File: src/rtl/cdb_pkg.sv
// Shared definitions for the GPR and FPR common-data-bus arbiters.
package cdb_pkg;

  localparam int N_REQ_GPR = 4;
  localparam int N_REQ_FPR = 3;
  localparam int W_TAG     = 5;

  localparam int REQ_ALU = 0;
  localparam int REQ_FPU = 1;
  localparam int REQ_MEM = 2;
  localparam int REQ_IN  = 3;

  typedef struct packed {
    logic [W_TAG-1:0] tag;
    logic [31:0]      data;
  } cdb_t;

  // Clearing the lowest set bit leaves something only if two or more bits were set.
  function automatic logic multi_req(input logic [7:0] v);
    return (v & (v - 8'd1)) != 8'd0;
  endfunction

  function automatic logic [31:0] sat_inc(input logic [31:0] c);
    return (c == 32'hFFFF_FFFF) ? c : c + 32'd1;
  endfunction

endpackage

File: src/rtl/cdb_arbiter_rr_pick.sv
// Combinational round-robin picker: first set request at or after ptr, wrapping.
module rr_pick #(
  parameter int N_REQ = 4
) (
  input  logic [N_REQ-1:0]         req_i,
  input  logic [$clog2(N_REQ)-1:0] ptr_i,
  output logic [N_REQ-1:0]         gnt_o,
  output logic [$clog2(N_REQ)-1:0] idx_o,
  output logic                     any_o
);

  localparam int IW = $clog2(N_REQ);

  // Walk the ring starting at ptr; the first hit latches the winner index.
  always_comb begin
    int  j;
    logic hit;
    j     = 0;
    hit   = 1'b0;
    idx_o = '0;
    any_o = 1'b0;
    for (int k = 0; k < N_REQ; k++) begin
      j     = (int'(ptr_i) + k) % N_REQ;
      hit   = req_i[IW'(j)] && !any_o;
      idx_o = hit ? IW'(j) : idx_o;
      any_o = any_o || req_i[IW'(j)];
    end
    gnt_o = any_o ? ({{(N_REQ-1){1'b0}}, 1'b1} << idx_o) : '0;
  end

endmodule

File: src/rtl/cdb_arbiter.sv
// Round-robin CDB arbiter: combinational grant, registered broadcast stage,
// saturating count of cycles where a valid request lost arbitration.
module cdb_arbiter #(
  parameter int N_REQ = 4,
  parameter int W_TAG = 5
) (
  input  logic                     clk,
  input  logic                     rst_n,
  input  logic [N_REQ-1:0]         req_valid,
  output logic [N_REQ-1:0]         req_ready,
  input  logic [N_REQ*W_TAG-1:0]   req_tag,
  input  logic [N_REQ*32-1:0]      req_data,
  input  logic                     flush,
  output logic                     cdb_valid,
  output logic [W_TAG-1:0]         cdb_tag,
  output logic [31:0]              cdb_data,
  output logic [$clog2(N_REQ)-1:0] cdb_src,
  output logic [31:0]              conflict_cnt
);
  import cdb_pkg::*;

  localparam int IW = $clog2(N_REQ);

  logic [IW-1:0]    ptr_q, ptr_d;
  logic             valid_q, valid_d;
  logic [W_TAG-1:0] tag_q, tag_d;
  logic [31:0]      data_q, data_d;
  logic [IW-1:0]    src_q, src_d;
  logic [31:0]      cnt_q, cnt_d;

  logic [N_REQ-1:0] pick_gnt_s;
  logic [IW-1:0]    pick_idx_s;
  logic             pick_any_s;
  logic             xfer_s;
  logic [W_TAG-1:0] tag_arr_s  [N_REQ];
  logic [31:0]      data_arr_s [N_REQ];

  for (genvar g = 0; g < N_REQ; g++) begin : g_unpack
    assign tag_arr_s[g]  = req_tag[g*W_TAG +: W_TAG];
    assign data_arr_s[g] = req_data[g*32 +: 32];
  end

  rr_pick #(.N_REQ(N_REQ)) u_pick (
    .req_i (req_valid),
    .ptr_i (ptr_q),
    .gnt_o (pick_gnt_s),
    .idx_o (pick_idx_s),
    .any_o (pick_any_s)
  );

  // Reset and flush both mask the grant so no transfer can slip through.
  assign req_ready = (rst_n && !flush) ? pick_gnt_s : '0;
  assign xfer_s    = pick_any_s && rst_n && !flush;

  // Next-state for pointer, broadcast stage and conflict counter.
  always_comb begin
    ptr_d   = ptr_q;
    valid_d = 1'b0;
    tag_d   = tag_q;
    data_d  = data_q;
    src_d   = src_q;
    cnt_d   = cnt_q;
    if (xfer_s) begin
      ptr_d   = (pick_idx_s == IW'(N_REQ - 1)) ? '0 : pick_idx_s + IW'(1);
      valid_d = 1'b1;
      tag_d   = tag_arr_s[pick_idx_s];
      data_d  = data_arr_s[pick_idx_s];
      src_d   = pick_idx_s;
    end else begin
      valid_d = 1'b0;
    end
    if (!flush && multi_req(8'(req_valid))) begin
      cnt_d = sat_inc(cnt_q);
    end else begin
      cnt_d = cnt_q;
    end
  end

  // State registers with synchronous active-low reset.
  always_ff @(posedge clk) begin
    if (!rst_n) begin
      ptr_q   <= '0;
      valid_q <= 1'b0;
      tag_q   <= '0;
      data_q  <= 32'd0;
      src_q   <= '0;
      cnt_q   <= 32'd0;
    end else begin
      ptr_q   <= ptr_d;
      valid_q <= valid_d;
      tag_q   <= tag_d;
      data_q  <= data_d;
      src_q   <= src_d;
      cnt_q   <= cnt_d;
    end
  end

  assign cdb_valid    = valid_q;
  assign cdb_tag      = tag_q;
  assign cdb_data     = data_q;
  assign cdb_src      = src_q;
  assign conflict_cnt = cnt_q;

endmodule

File: config.mk
export PLATFORM = sky130hd
export DESIGN_NAME = cdb_arbiter
export DESIGN_NICKNAME = d
export VERILOG_FILES = /design/src/rtl/cdb_pkg.sv /design/src/rtl/cdb_arbiter_rr_pick.sv /design/src/rtl/cdb_arbiter.sv
export SDC_FILE = /design/constraint.sdc
export NUM_CORES = 1
export LEC_CHECK = 0
export ABC_AREA = 1
export BUFFER_PORTS_ARGS = -buffer_cell sky130_fd_sc_hd__buf_2
export CORE_ASPECT_RATIO = 0.5
export CORE_MARGIN = 2
export CORE_UTILIZATION = 50
export CTS_CLUSTER_SIZE = 12
export DETAILED_ROUTE_END_ITERATION = 12
export GPL_TIMING_DRIVEN = 0
export PLACE_DENSITY_LB_ADDON = 0.1
export SLEW_MARGIN = 5
export SYNTH_ARGS = -nofsm -noshare
export SYNTH_HDL_FRONTEND = slang
export SYNTH_SLANG_ARGS = --single-unit
File: constraint.sdc
create_clock -name clk -period 5.8 [get_ports clk]
set_input_delay 1.16 -clock clk [delete_from_list [all_inputs] [get_ports clk]]
set_output_delay 1.16 -clock clk [all_outputs]
set_load 0.01 [all_outputs]
* Yosys cells after proc, flatten, opt, wreduce, memory -nomap -nowiden
Index checks and enable logic that the tools add are counted.
** Operators by class
- $add $sub $neg :: 6
- Magnitude comparators :: 5
- Bitwise logic cells :: 3
- Eq/ne operators :: 2
- Reduce and logical (&&, ||, !) cells :: 16
- Muxes and demuxes :: 26
- Shift-type cells :: 1
** Operator list (number)
- binary-select mux 32 bit (select 2 bit) :: 1
- 2-to-1 mux 32 bit :: 2
- adder 32 x 1 -> 32 bit (second input constant) :: 1
- equality test 32 bit (second input constant) :: 1
- < comparator 2 x 4 -> 1 bit (second input constant) :: 4
- binary-select mux 5 bit (select 2 bit) :: 1
- 2-to-1 mux 2 bit :: 5
- 2-to-1 mux 5 bit :: 2
- 2-to-1 mux 1 bit :: 9
- bitwise AND 4 x 8 -> 8 bit :: 1
- binary-select mux 1 bit (select 2 bit) :: 4
- 2-to-1 mux 4 bit :: 2
- nonzero test 8 bit :: 1
- logical AND 1 bit :: 7
- subtractor 4 x 1 -> 5 bit (second input constant) :: 1
- adder 2 x 1 -> 2 bit (second input constant) :: 2
- adder 2 bit (second input constant) :: 2
- logical NOT 1 bit :: 4
- << shifter 1 x 2 -> 4 bit (first input constant) :: 1
- greater-or-equal comparator 3 bit (second input constant) :: 1
- logical OR 1 bit :: 3
- inverter 2 -> 3 bit :: 1
- equality test 2 bit (second input constant) :: 1
- AND reduction 2 bit :: 1
- inverter 1 bit :: 1
** Word-level totals
- Word-level logic and storage cells :: 65
- Output and inout bits :: 76
- Input port bits :: 155
- Register bits :: 74

* Logic depth before layout (Yosys ltp)
Gate-level depths: netlist of run 1.
- Word-level depth :: 13
- Gate-level depth with buffers :: 17
- Depth with buffers taken out :: 15

* Modules after synthesis
Synthesis of run 1 repeated with hierarchy kept, for this count alone.
** Unflattened totals
- Cell total of the unflattened synthesis :: 823
- Area, all modules :: 4993.5 um^2
** By module, submodules not included
- cdb_arbiter :: cells each 753, instances 1, sequential area each 1481.4 um^2, area an instance 4654.5 um^2
- rr_pick :: cells each 70, instances 1, sequential area each 0.0 um^2, area an instance 339.1 um^2

* Least setup slack after synthesis of run 1
Ideal clock, no wire load.
- Kind :: input to output
- Start point :: input port req_valid[1]
- End point :: output port req_ready[3]
- Path buffers :: 2
- Data required time :: 4.640 ns
- Path slack :: 2.074 ns
- Arrival time :: 2.566 ns
- Stages on the path :: 14
- Path through :: inv_1 nand2_1 nand3_1 nand2_2 nor2_4 nand2_1 nor2_1 nor2_2 buf_4 buf_2 inv_1 ha_1 inv_1 nor2_1
** On the way
- Word-level cells in the longest chain between the ends :: 11
- Elaborated cells between the ends (all ways) :: 28
- Classes of those cells :: shift (1); mux (18); reduce/logical (9)
** RTL lines
- start, declared :: line cdb_arbiter.sv:9 : input logic [N_REQ-1:0] req_valid,
- binary-select mux 1 bit (select 2 bit) :: line cdb_arbiter_rr_pick.sv:24, cdb_arbiter_rr_pick.sv:26
- 2-to-1 mux 1 bit (implied by the code) (2 in a row) :: line cdb_arbiter_rr_pick.sv:24, cdb_arbiter_rr_pick.sv:26
- logical NOT 1 bit or logical OR 1 bit (tied branches) :: line cdb_arbiter_rr_pick.sv:24, cdb_arbiter_rr_pick.sv:26
- logical AND 1 bit, or another cell as far along :: line cdb_arbiter_rr_pick.sv:24 : hit = req_i[IW'(j)] && !any_o;
- 2-to-1 mux 2 bit, or another cell as far along :: line cdb_arbiter_rr_pick.sv:25 : idx_o = hit ? IW'(j) : idx_o;
- 2-to-1 mux 2 bit or logical AND 1 bit (tied branches) :: line cdb_arbiter_rr_pick.sv:25, cdb_arbiter_rr_pick.sv:24
- 2-to-1 mux 2 bit :: line cdb_arbiter_rr_pick.sv:25
- << shifter 1 x 2 -> 4 bit :: line cdb_arbiter_rr_pick.sv:28 : gnt_o = any_o ? ({{(N_REQ-1){1'b0}}, 1'b1} << idx_o) : '0;
- 2-to-1 mux 4 bit * :: line cdb_arbiter_rr_pick.sv:28
- 2-to-1 mux 4 bit * :: line cdb_arbiter.sv:52 : assign req_ready = (rst_n && !flush) ? pick_gnt_s : '0;
- end, declared :: line cdb_arbiter.sv:10 : output logic [N_REQ-1:0] req_ready,
Every way passes the cells marked *; elsewhere a longest branch is shown, timed or not. The select of a mux whose other input is x is not followed.

* Worst setup path after layout of run 1
- Start point :: input port req_valid[0]
- End point :: output port req_ready[3]
Same word-level chain as after synthesis.

==> results of run 1 <==
per-stage QoR:
| stage | setup WS, ps | instance area (sq um) |
|---|---|---|
| 6_report | 1660 | 6860 |
| 4_1_cts | 1670 | 6860 |
| 3_3_place_gp | 1710 | 6610 |
| 5_1_grt | 1480 | 6860 |
| 3_5_place_dp | 1680 | 6610 |
| 2_1_floorplan | 2070 | 5290 |
cell usage after synthesis:
cell type	number	area, sq um
sky130_fd_sc_hd__nand2_1	330	1240
sky130_fd_sc_hd__nor2_1	157	589
sky130_fd_sc_hd__nand3_1	92	460
sky130_fd_sc_hd__inv_1	85	319
sky130_fd_sc_hd__dfxtp_1	74	1480
sky130_fd_sc_hd__nand3b_1	38	285
sky130_fd_sc_hd__a21oi_1	25	125
sky130_fd_sc_hd__buf_2	25	125
sky130_fd_sc_hd__nor3_1	16	80.1
sky130_fd_sc_hd__o21ai_0	15	75.1
sky130_fd_sc_hd__nand4_1	14	87.6
sky130_fd_sc_hd__clkbuf_1	12	45.0
sky130_fd_sc_hd__buf_4	8	60.1
sky130_fd_sc_hd__xor2_1	6	52.6
sky130_fd_sc_hd__buf_6	5	56.3
sky130_fd_sc_hd__xnor2_1	5	43.8
sky130_fd_sc_hd__nand2_2	4	25.0
sky130_fd_sc_hd__inv_2	3	11.3
sky130_fd_sc_hd__nor2_2	3	18.8
sky130_fd_sc_hd__ha_1	2	25.0
sky130_fd_sc_hd__nor3b_1	2	15.0
sky130_fd_sc_hd__o21a_1	2	15.0
sky130_fd_sc_hd__a211oi_1	1	7.51
sky130_fd_sc_hd__and3_1	1	6.26
sky130_fd_sc_hd__buf_1	1	3.75
sky130_fd_sc_hd__nand3_2	1	10.0
sky130_fd_sc_hd__nor2_4	1	11.3
sky130_fd_sc_hd__o21ai_1	1	5.00
sky130_fd_sc_hd__o21bai_1	1	7.51
path summary, 6_finish.rpt:
| kind | from | endpoint | slack [ps] | cells after the start |
|---|---|---|---|---|
| setup / recovery | req_valid[0] | req_ready[3] | 1660 | 16 |
| hold / removal | conflict_cnt[4]$_SDFFE_PN0P_ | conflict_cnt[4]$_SDFFE_PN0P_ | 460 | 2 |
| setup reg to reg | ptr_q[0]$_SDFFE_PN0P_ | ptr_q[1]$_SDFFE_PN0P_ | 3360 | 15 |
| hold reg to reg | conflict_cnt[4]$_SDFFE_PN0P_ | conflict_cnt[4]$_SDFFE_PN0P_ | 460 | 2 |
flip-flops by register name, summed over array words and instances, names as in the netlist:
register and flops:
cdb_data 32, conflict_cnt 32, cdb_src 2, ptr_q 2
cdb_tag 5, cdb_valid 1
cells in the final DEF (no fill, tap or decap):
| master | count |
|---|---|
| sky130_fd_sc_hd__nand2_1 | 330 |
| sky130_fd_sc_hd__buf_2 | 255 |
| sky130_fd_sc_hd__nor2_1 | 157 |
| sky130_fd_sc_hd__nand3_1 | 92 |
| sky130_fd_sc_hd__inv_1 | 85 |
| sky130_fd_sc_hd__dfxtp_1 | 74 |
| sky130_fd_sc_hd__nand3b_1 | 38 |
| sky130_fd_sc_hd__a21oi_1 | 25 |
| sky130_fd_sc_hd__nor3_1 | 16 |
| sky130_fd_sc_hd__o21ai_0 | 15 |
| sky130_fd_sc_hd__nand4_1 | 14 |
| sky130_fd_sc_hd__clkbuf_1 | 13 |
| sky130_fd_sc_hd__clkbuf_16 | 9 |
| sky130_fd_sc_hd__buf_4 | 8 |
| sky130_fd_sc_hd__xor2_1 | 6 |
| sky130_fd_sc_hd__buf_6 | 5 |
| sky130_fd_sc_hd__xnor2_1 | 5 |
| sky130_fd_sc_hd__nand2_2 | 4 |
| sky130_fd_sc_hd__inv_2 | 3 |
| sky130_fd_sc_hd__nor2_2 | 3 |
| sky130_fd_sc_hd__nor3b_1 | 2 |
| sky130_fd_sc_hd__o21a_1 | 2 |
| sky130_fd_sc_hd__ha_1 | 2 |
| sky130_fd_sc_hd__nand3_2 | 1 |
| sky130_fd_sc_hd__nor2_4 | 1 |
| sky130_fd_sc_hd__o21ai_1 | 1 |
| sky130_fd_sc_hd__buf_1 | 1 |
| sky130_fd_sc_hd__a211oi_1 | 1 |
| sky130_fd_sc_hd__o21bai_1 | 1 |
| sky130_fd_sc_hd__and3_1 | 1 |
| sky130_fd_sc_hd__clkbuf_8 | 1 |
| sky130_fd_sc_hd__clkinv_2 | 1 |
layout make-up:
cell class | count | area (sq um) | share of cell area (%)
multi-input cells | 717 | 3180 | 46.4
flip-flops and latches | 74 | 1480 | 21.6
repair buffers | 230 | 1150 | 16.8
inverters | 88 | 330 | 4.81
plain buffers | 51 | 290 | 4.23
clock buffers | 11 | 243 | 3.54
well taps | 140 | 175 | 2.55
clock inverters | 1 | 5.00 | 0.0730
per-layer routing:
| layer | track usage, % | vias to the layer above | wire length, um |
|---|---|---|---|
| met4 | 8.00 | 0 | 325 |
| met5 | 0 | - | 0 |
| met1 | 35.0 | 2953 | 7050 |
| met2 | 50.0 | 228 | 8240 |
| li1 | - | 3371 | - |
| met3 | 5.65 | 35 | 1360 |
cell families (layout without fill, tap and decap cells):
group / Yosys count / after routing / synth area share, %
adders and majority gates: 2 / 2 / 0.473
and+or+nand+nor: 659 / 659 / 53.5
AOI/OAI and AO/OA: 45 / 45 / 4.45
buffers and inverters: 139 / 381 / 11.7
xor gates and xnor gates: 11 / 11 / 1.82
DFF: 74 / 74 / 28.0
tightest hold or removal path, delay by kind of cell, from the launching register on:
kind	cells	cell delay, ps
buf+inv	1	50
compound gates	1	50
flops	1	320
power by group:
part	total [uW]	internal, uW	switching, uW
Clock	488	291	197
Sequential	583	557	26.7
Combinational	861	322	539
Total	1930	1170	763
==> flow_results.org, run 1 <==
** Outcome
- Outcome :: complete, no violations

** Die
- From bottom edge to top edge, the die measures 76.7 um.
- Overall die width :: 149 um
- Row generation in the floorplan step produced 26 rows.
- Standard cell core area :: 10200 sq um
- The initial utilization of the core area, before any placement, comes to around 52%.
- 231 I/O pins were placed.
- The die covers roughly 11000 sq um.

** Finish
- Final net count :: 1328
- Count of fill cells added during filler insertion :: 1039
- Final Core Density :: 66.9%
- The area growth from synthesis to layout is 29.8%.
- N_diodes :: 0
- Of the cells placed in the final design, the portion with a size suffix greater than 1 is 24.8%.
- Once layout is complete, the cells apart from fillers number 1312.

** Run
- Across the run, the number of max-cap violations was 0.

** Drt
- Remaining antenna violation count :: 0
- After detailed routing, the average wire length per cell comes to 12.9 um.
- For this block, the via count after detailed routing is between 6000 and 7000.
- Wires add up to 17000 um.
- Detailed-route vias per instance :: 5.02
- Iteration-0 DRC count of the detailed router :: 345
- For this run, the detailed router's first-pass iteration total came to 5.
- In the routed design, unresolved DRC markers number 0.

** STA
- RSZ-0062 raised after global routing :: false
- Slew margin rel. :: 57.3%
- Based on the critical path, the design can be clocked at up to 242 MHz.
- Post-Route Hold Slack :: 461 ps
- Final Max Slew Viols :: 0
- Count of endpoints failing hold in the final timing report :: 0
- Count of final setup violators :: 0
- Summed over all failing endpoints, the final setup total negative slack is 0 ps.
- Measured slew at the worst slew-check pin :: 641 ps
- Maximum clock skew at final layout :: 6.45 ps
- Counting I/O delays and the setup requirement, the final critical path takes 4140 ps.
- Final clock period utilization by the worst path :: 71.3%

** Logic synthesis
- Synthesis inferred between 70 and 80 register bits.
- Post-synthesis cell area :: 5290 sq um
- Sequential fraction of the synthesis area :: 28.0%
- Mapped Nets :: between 1000 and 1500
- Counting distinct cell types in the post-synthesis netlist gives 29.
- The average instance in the mapped netlist occupies about 5.7 sq um.
- Number of instances in the synthesized netlist :: 930
- Syn. warnings :: 0

** Place
- Number of placed instances with taps included :: between 1000 and 1500
- Count of buffers from port buffering :: 230
- The wire-length estimate of the detail-placed layout is 13200 um.
- The congestion estimate from routability-driven global placement came to 0.949.

** Setup path
- Arrival time at the worst endpoint :: 2980 ps
- By startpoint and endpoint, the worst setup path is classified as in2out.
- Worst path max stage delay :: 240 ps
- Walking the worst path, the cells encountered are buf_2 > inv_1 > nand2_1 > nand3_1 > nand2_2 > nor2_4 > nand2_1 > nor2_1 > nor2_2 > buf_4 > buf_2 > inv_1 > ha_1 > inv_1 > nor2_1 > buf_2.
- Type of element capturing the critical path :: output pin
- The critical path contains buffers and inverters numbering 7 combined.
- Among all stages on the critical path, the largest delay is contributed by sky130_fd_sc_hd__buf_2.
- In this run the worst path has a maximum fanout of 10.
- The worst setup path is launched from a primary input.
- Required time of the critical path :: between 4000 and 5000 ps
- On the critical path the largest part of the delay comes from buffers and inverters.

** Clock tree
- Hold buffer count at CTS :: 0
- Cts bufs inserted :: 9
- TritonCTS built the clock tree.
- Setup bufs post-CTS :: 0
- After clock tree synthesis, the repair step resized 0 gates.
- Root cell of the clock tree :: sky130_fd_sc_hd__clkbuf_16
- CTS sink count :: 74
- Number of buffers between clock root and the deepest sink :: 2
- Clk Latency, worst-skew pair :: 330 ps
- Clock transition at the registers of the reported paths :: around 60 ps
- Clock H-tree levels :: 3

** Global routing
- After global routing the overflow that remains totals 0.
- Via count of the first global-routing pass :: around 5700
- Number of antenna violations at the first check in global routing :: 0
- Entering global routing, the biggest net connects 11 pins.
- First-pass GRT wire length :: around 26000 um
- Across every metal layer, demand over resource in global routing totals 28.3%.

** Power
- Standby leakage power :: 0.00379 uW
- Across the VDD grid, the largest voltage drop is 0.181 mV.
- Dividing total power by cell area gives a power density of between 200 and 300 nW/um^2.
- Total chip power :: 1930 uW

** Min path
- In this run the worst hold path is classified as reg2reg.
Power figures use the tool's default switching activity.
==> inputs of run 2 (changes only) <==
--- a/config.mk
+++ b/config.mk
@@ -5,11 +5,11 @@
 export SDC_FILE = /design/constraint.sdc
 export NUM_CORES = 1
 export LEC_CHECK = 0
-export ABC_AREA = 1
+export ABC_AREA = 0
 export BUFFER_PORTS_ARGS = -buffer_cell sky130_fd_sc_hd__buf_2
 export CORE_ASPECT_RATIO = 0.5
 export CORE_MARGIN = 2
-export CORE_UTILIZATION = 50
+export CORE_UTILIZATION = 42
 export CTS_CLUSTER_SIZE = 12
 export DETAILED_ROUTE_END_ITERATION = 12
 export GPL_TIMING_DRIVEN = 0
==> constraint.sdc (replaced) <==
create_clock -name clk -period 3.4 [get_ports clk]
set_input_delay 0.68 -clock clk [delete_from_list [all_inputs] [get_ports clk]]
set_output_delay 0.68 -clock clk [all_outputs]
set_load 0.01 [all_outputs]
==> flow_results.org, run 2 <==
** Outcome
- Outcome :: complete, no violations

** Setup path
- Startpoint types :: primary input
- The worst setup path is captured at an output pin.
- The critical path is of the in2out type.
- The worst register-to-register path has a setup slack of 1010 ps.
- Worst Reg2Reg Path Length in Cells :: 7
- The worst register-to-register path begins at conflict_cnt[13]$_SDFFE_PN0P_.
- At the worst endpoint, the required time is 2720 ps.
- Maximum fanout along the worst path :: 10
- The endpoint identified for the worst register-to-register timing path is conflict_cnt[1]$_SDFFE_PN0P_.
- Arrival time at the worst endpoint :: 2490 ps

** Die
- Die area :: 11700 sq um
- 231 I/O pins were placed.
- In this run the vertical extent of the chip is approximately 77 um.
- From left edge to right edge, the die measures 151 um.
- In this run the core area contains 26 standard-cell rows.
- In this run the standard cell core region covers 10300 sq um.
- Effective utilization at floorplan :: 43.8%

** Logic synthesis
- Syn. warnings :: 0
- Synth top area share :: 32.7%
- Most instantiated library cell after synthesis :: sky130_fd_sc_hd__dfxtp_1
- By count the netlist is led by sky130_fd_sc_hd__dfxtp_1 (74), sky130_fd_sc_hd__nand3_1 (53), sky130_fd_sc_hd__a211oi_1 (52), sky130_fd_sc_hd__o21a_1 (52), sky130_fd_sc_hd__o31ai_1 (51).
- The number of nets in the synthesized netlist is 695.
- The synthesized netlist contains 48 unique library cells.
- Top cells by area, synth :: sky130_fd_sc_hd__dfxtp_1 (33%), sky130_fd_sc_hd__a211oi_1 (8.6%), sky130_fd_sc_hd__o21a_1 (8.6%), sky130_fd_sc_hd__o31ai_1 (8.5%), sky130_fd_sc_hd__nand3_1 (5.9%)
- Total of flip-flops plus latches after synthesis :: 74
- Number of synthesized flops with an enable pin :: 0
- The share of the Yosys chip area taken by registers is 32.7%.
- Post-synthesis cell area :: 4530 sq um
- Number of instances in the synthesized netlist :: 538
- The synthesized design spends more area on one cell type than any other, namely sky130_fd_sc_hd__dfxtp_1.
- After synthesis, the share of flip-flops with an asynchronous set or reset is 0%.
- Dividing the synthesized area by the synthesized cell count gives 8.42 sq um.
- In the synthesized netlist the dominant register cell turns out to be sky130_fd_sc_hd__dfxtp_1.

** Drt
- DRT Pass-1 Iters :: 5
- Detailed-route vias per instance :: just under 6
- Post-detailed-route DRC marker count :: 0
- Iteration-0 DRC count of the detailed router :: 315
- Remaining antenna violation count :: 0
- The final layout contains routed wiring with a total length of ~16000 um.
- After detailed routing, the average wire length per cell comes to around 17 um.
- Via Count :: 5334

** Power
- Per report_power, the clock group accounts for 41.2% of the total.
- After layout, the design draws a total of 2880 uW.
- Switching Fraction :: between 20% and 30%
- Cell internal power was estimated by the tool at 2020 uW.
- Worst ir drop on vdd :: 0.254 mV
- Summed over all nets, the switching power comes to 855 uW.
- Of the total power, registers draw 33.9%.
- The analysis attributes to cell leakage a power of 0.00266 uW.
- For this design the ratio of total power to cell area is 462 nW/um^2.
- Part of the total power dissipated in combinational logic :: 24.9%

** Finish
- Count of fill cells added during filler insertion :: 1018
- Final net count :: 936
- Final Core Density :: between 60 and 70%
- Cells with a size suffix above 1 make up 35.2% of the layout.
- Highest-count cells in the layout ignoring fill and taps :: sky130_fd_sc_hd__buf_2 (238), sky130_fd_sc_hd__dfxtp_1 (74), sky130_fd_sc_hd__nand3_1 (53)
- Area growth, synth to finish :: 37.6%
- Leading cell type in the layout, fill and taps excluded :: sky130_fd_sc_hd__buf_2
- N_diodes :: 0

** Min path
- Endpoint of the worst hold-timing path :: cdb_data[26]$_SDFFE_PN0P_
- The startpoint identified for the worst hold timing path is cdb_data[26]$_SDFFE_PN0P_.
- Hold path cells :: 2
- The min-delay analysis places its worst path in the category reg2reg.

** Global routing
- The first global-routing pass estimated 25200 um of wire.
- Via count of the first global-routing pass :: a little over 5000
- Global routing used 27.2% of the available tracks across all layers.
- The number of antenna violations at the first check in global routing is 1.
- Total overflow reported by the global router :: 0
- Largest net degree at the start of global routing :: 14

** STA
- Setup total negative slack on the finished layout was measured at 0 ps.
- Count of endpoints failing hold in the final timing report :: 0
- Maximum clock skew at final layout :: 9.16 ps
- Setup violations remaining at the end of the flow were counted as 0.
- RSZ-0062 raised after global routing :: false
- Based on the critical path, the design can be clocked at up to ~320 MHz.
- Min Clock Period, post-route :: 3170 ps
- Setup slack of the critical path after layout :: about 230 ps
- Final Max Slew Viols :: 0
- Measured slew at the worst slew-check pin :: 662 ps
- Final clock period utilization by the worst path :: about 93%
- Slew margin rel. :: 55.5%

** Run
- Max cap viols :: 0

** Clock tree
- CTS tree :: done
- The later pin in the worst-skew pair is clocked with a latency of 340 ps.
- Counting along the longest clock path gives a buffer depth of 2.
- Clock H-tree levels :: 3
- After clock tree synthesis, the clock-pin slew on the worst setup and hold paths is about 60 ps.
- The root buffer cell chosen for the clock tree is sky130_fd_sc_hd__clkbuf_16.
- CTS sink count :: 74
- Cts bufs inserted :: 9

** Place
- OpenSTA, run right after detailed placement, puts the worst setup slack at 10.9 ps.
- The HPWL after detailed placement is 12200 um.
- At the end of routability-driven placement, the weighted congestion stood at 0.824.
- In this run the tool buffered the top-level ports with 229 buffer cells.
-- run 2: cell count changes after synthesis, moves of 39 or more --
cell / before / now
sky130_fd_sc_hd__a211oi_1: 1 / 52
sky130_fd_sc_hd__inv_1: 85 / 11
sky130_fd_sc_hd__o21a_1: 2 / 52
sky130_fd_sc_hd__nor2_1: 157 / 17
sky130_fd_sc_hd__o31ai_1: 0 / 51
sky130_fd_sc_hd__nand2_1: 330 / 14
sky130_fd_sc_hd__nand3_1: 92 / 53
-- run 2: through the flow --
stage | std cells | hold WS, ps | area, sq um
6_report | 924 | 466 | 6230
5_1_grt | 924 | 489 | 6230
4_1_cts | 923 | 467 | 6220
3_5_place_dp | 907 | 455 | 5850
3_3_place_gp | 907 | 451 | 5850
2_1_floorplan | 538 | 480 | 4530
-- run 2: power groups by stage --
stage          Clock, uW  Combinational (uW)  Sequential, uW
2_1_floorplan          0                 394            1020
3_3_place_gp           0                 703             991
3_5_place_dp           0                 713             993
4_1_cts             1190                 716             975
5_1_grt             1230                 789             983
6_report            1190                 717             976
-- run 2: layout make-up --
class	count	area [sq um]	share of cell area, %
buffer	54	255	4.09
clock buffer	9	225	3.61
clock inverter	7	141	2.27
inverter	13	48.8	0.783
multi-input combinational	396	2750	44.0
sequential	74	1480	23.8
tap	140	175	2.81
timing repair buffer	231	1160	18.6
-- run 2: cells by family after synthesis --
kind of cell	count (synthesis)	share of synthesized area (%)
AOI/OAI and AO/OA	224	36.4
muxes	15	3.31
xor gates and xnor gates	6	1.16
and+or+nand+nor	148	18.9
DFF	74	32.7
buffers and inverters	68	6.79
adders and majority gates	3	0.773
-- run 2: timing repair --
| item | in CTS | in global routing |
|---|---|---|
| endpoints found under the hold margin | 0 | 0 |
| setup buffers | 0 | 2 |
| resized for setup | 0 | 1 |
| hold buffers | 0 | 0 |
| endpoints found under the setup margin | 0 | 3 |
-- run 2: critical path: stages --
cell	delay [ps]
sky130_fd_sc_hd__buf_2	120
sky130_fd_sc_hd__inv_1	90
sky130_fd_sc_hd__a21oi_2	460
sky130_fd_sc_hd__or2_1	170
sky130_fd_sc_hd__buf_2	160
sky130_fd_sc_hd__inv_2	100
sky130_fd_sc_hd__buf_2	200
sky130_fd_sc_hd__ha_1	230
sky130_fd_sc_hd__and2_1	140
sky130_fd_sc_hd__buf_2	130
-- run 2: worst max-delay path by stage --
stage / start / to
finish: req_valid[1] / req_ready[3]
global placement: req_valid[0] / req_ready[3]
floorplan: req_valid[2] / req_ready[3]
CTS: req_valid[0] / req_ready[3]
global route: req_valid[1] / req_ready[3]
detailed placement: req_valid[0] / req_ready[3]
-- run 2: per-layer routing --
layer	track usage (%)	up-vias	wire [um]
li1	-	2590	-
met1	32.9	2550	6820
met2	47.0	160	7900
met3	8.00	32	1020
met4	7.76	2	372
met5	0	-	13
==> inputs of run 3 (changes only) <==
--- a/config.mk
+++ b/config.mk
@@ -13,7 +13,8 @@
 export CTS_CLUSTER_SIZE = 12
 export DETAILED_ROUTE_END_ITERATION = 12
 export GPL_TIMING_DRIVEN = 0
-export PLACE_DENSITY_LB_ADDON = 0.1
+export MAX_ROUTING_LAYER = met4
+export PLACE_DENSITY_LB_ADDON = 0.15
 export SLEW_MARGIN = 5
 export SYNTH_ARGS = -nofsm -noshare
 export SYNTH_HDL_FRONTEND = slang
==> flow_results.org, run 3 (synthesis results as in run 2) <==
** Outcome
- Outcome :: complete, no violations

** Clock tree
- CTS tree :: done
- The clock net in this run drives a total of 74 sinks.
- The H-tree was split into 3 levels.
- The clock passes through at most 2 buffers.
- Setup bufs post-CTS :: 0
- Clock transition at the registers of the reported paths :: 60 ps
- Root cell of the clock tree :: sky130_fd_sc_hd__clkbuf_16
- Clk Latency, worst-skew pair :: approximately 340 ps
- Buffers inserted during clock tree synthesis total 9.

** STA
- Measured slew at the worst slew-check pin :: approximately 730 ps
- Highest clock rate :: 304 MHz
- Setup tns final :: 0 ps
- The clock arrives with 7.15 ps of skew.
- Setup violations remaining at the end of the flow were counted as 0.
- Headroom to the max-slew limit came out at 51.0%.
- Final hold analysis gives a worst-case slack of 464 ps.
- Final clock period utilization by the worst path :: 96.8%
- Final Max Slew Viols :: 0
- RSZ-0062 raised after global routing :: false
- Min Clock Period, post-route :: 3290 ps
- The number of endpoints with negative hold slack in the final report came to 0.

** Global routing
- The first global-routing pass estimated 24900 um of wire.
- Global routing consumed, over all layers together, 27.7% of the routing resources.
- Number of antenna violations at the first check in global routing :: 0
- Summed over all layers, the global routing overflow is 0.
- Entering global routing, the biggest net connects 13 pins.
- The number of global-route vias before repair is just over 5000.

** Die
- Standard cell core area :: 10300 sq um
- Pin placement for this block handled 231 I/O pins.
- The die is 77.4 um tall.
- Std cell rows :: 26
- For this configuration, the core starts out at a cell density of a little over two fifths.
- The die covers about 12000 sq um.
- From left edge to right edge, the die measures 151 um.

** Place
- The congestion estimate from routability-driven global placement came to about 0.9.
- Count of buffers from port buffering :: between 200 and 250
- Number of placed instances with taps included :: 907
- Dpl hpwl :: ~12000 um

** Setup path
- Type of element capturing the critical path :: output pin
- Arrival time at the worst endpoint :: approximately 2600 ps
- Required time of the critical path :: 2720 ps
- Startpoint types :: primary input
- The worst setup path is of the in2out kind.
- Along the worst path, the maximum fanout reaches 10.

** Power
- IR analysis of the VDD net gives a maximum drop of 0.236 mV.
- Total chip power :: 2720 uW
- For this design the static power due to leakage is 0.00263 uW.
- Power per unit of standard cell area :: 440 nW/um^2

** Finish
- Summing all multi-input logic gate instances after layout gives approximately 2800 sq um.
- Leaving out fill and tap cells, the most frequent cell in the layout is sky130_fd_sc_hd__buf_2.
- Layout Cells excl Fill :: 923
- Final Core Density :: roughly three fifths
- After the last flow step, the layout net total stands at 935.
- The repair_antennas step left the layout with diodes totalling 0.
- Highest-count cells in the layout ignoring fill and taps :: sky130_fd_sc_hd__buf_2 (238), sky130_fd_sc_hd__dfxtp_1 (74), sky130_fd_sc_hd__nand3_1 (53)
- Area growth, synth to finish :: 36.5%
- Share of cells above drive strength 1 :: 34.9%
- Registers take roughly 1500 sq um.
- Count of fill cells added during filler insertion :: between 900 and 1000

** Drt
- Remaining antenna violation count :: 0
- The routed layout has 5264 vias.
- DRT Pass-1 Iters :: 5
- Total Routed Length :: 15800 um
- Post-detailed-route DRC marker count :: 0
- Iteration-0 DRC count of the detailed router :: 246
- Routed length per placed instance :: 17.1 um
- In the routed layout, each cell is associated on average with a via count of roughly 5.7.

** Min path
- In this run the worst hold path is classified as reg2reg.

** Run
- The tool flagged a number of max-cap violations equal to 0.
run 3: critical path, cell delays in order:
cell and delay [ps]:
sky130_fd_sc_hd__buf_2 140, sky130_fd_sc_hd__nor2b_1 160, sky130_fd_sc_hd__a311oi_4 500, sky130_fd_sc_hd__or2_1 170, sky130_fd_sc_hd__buf_2 150, sky130_fd_sc_hd__inv_2 90
sky130_fd_sc_hd__buf_2 200, sky130_fd_sc_hd__ha_1 230, sky130_fd_sc_hd__and2_1 150, sky130_fd_sc_hd__buf_2 140
run 3: final timing paths:
kind	cells past startpoint	slack [ps]	start	end
setup reg to reg	7	1020	conflict_cnt[24]$_SDFFE_PN0P_	conflict_cnt[9]$_SDFFE_PN0P_
hold / removal	2	460	cdb_data[10]$_SDFFE_PN0P_	cdb_data[10]$_SDFFE_PN0P_
setup / recovery	10	110	req_valid[2]	req_ready[3]
hold reg to reg	2	460	cdb_data[10]$_SDFFE_PN0P_	cdb_data[10]$_SDFFE_PN0P_
run 3: final cells by class:
cell class,count,area share (%)
repair buffers,229,18.5
inverters,13,0.789
multi-input cells,396,44.5
well taps,140,2.83
clock buffers,11,3.92
flip-flops and latches,74,24.0
clock inverters,5,1.25
plain buffers,55,4.19
run 3: power by group:
part / switching [uW] / total, uW / leakage (uW) / internal [uW]
Sequential: 38.9 / 976 / 0.000605 / 937
Clock: 370 / 1030 / 0.000156 / 660
Combinational: 417 / 712 / 0.00187 / 295
Total: 826 / 2720 / 0.00263 / 1890
run 3: timing repair:
item / 4_1_cts / 5_1_grt
hold buffers: 0 / 0
gates resized for setup: 0 / 2
setup endpoints to repair: 0 / 3
run 3: metrics by stage:
step / setup slack [ps] / cell area, sq um
floorplan: 670 / 4530
global placement: 94.8 / 5850
detailed placement: 72.3 / 5850
CTS: 62.1 / 6170
global route: 0.757 / 6180
finish: 107 / 6180
run 3: routing by layer:
layer,track usage (%),wire [um]
met1,32.8,6580
met2,48.1,8070
met3,6.35,1010
met4,6.36,156
met5,-,0
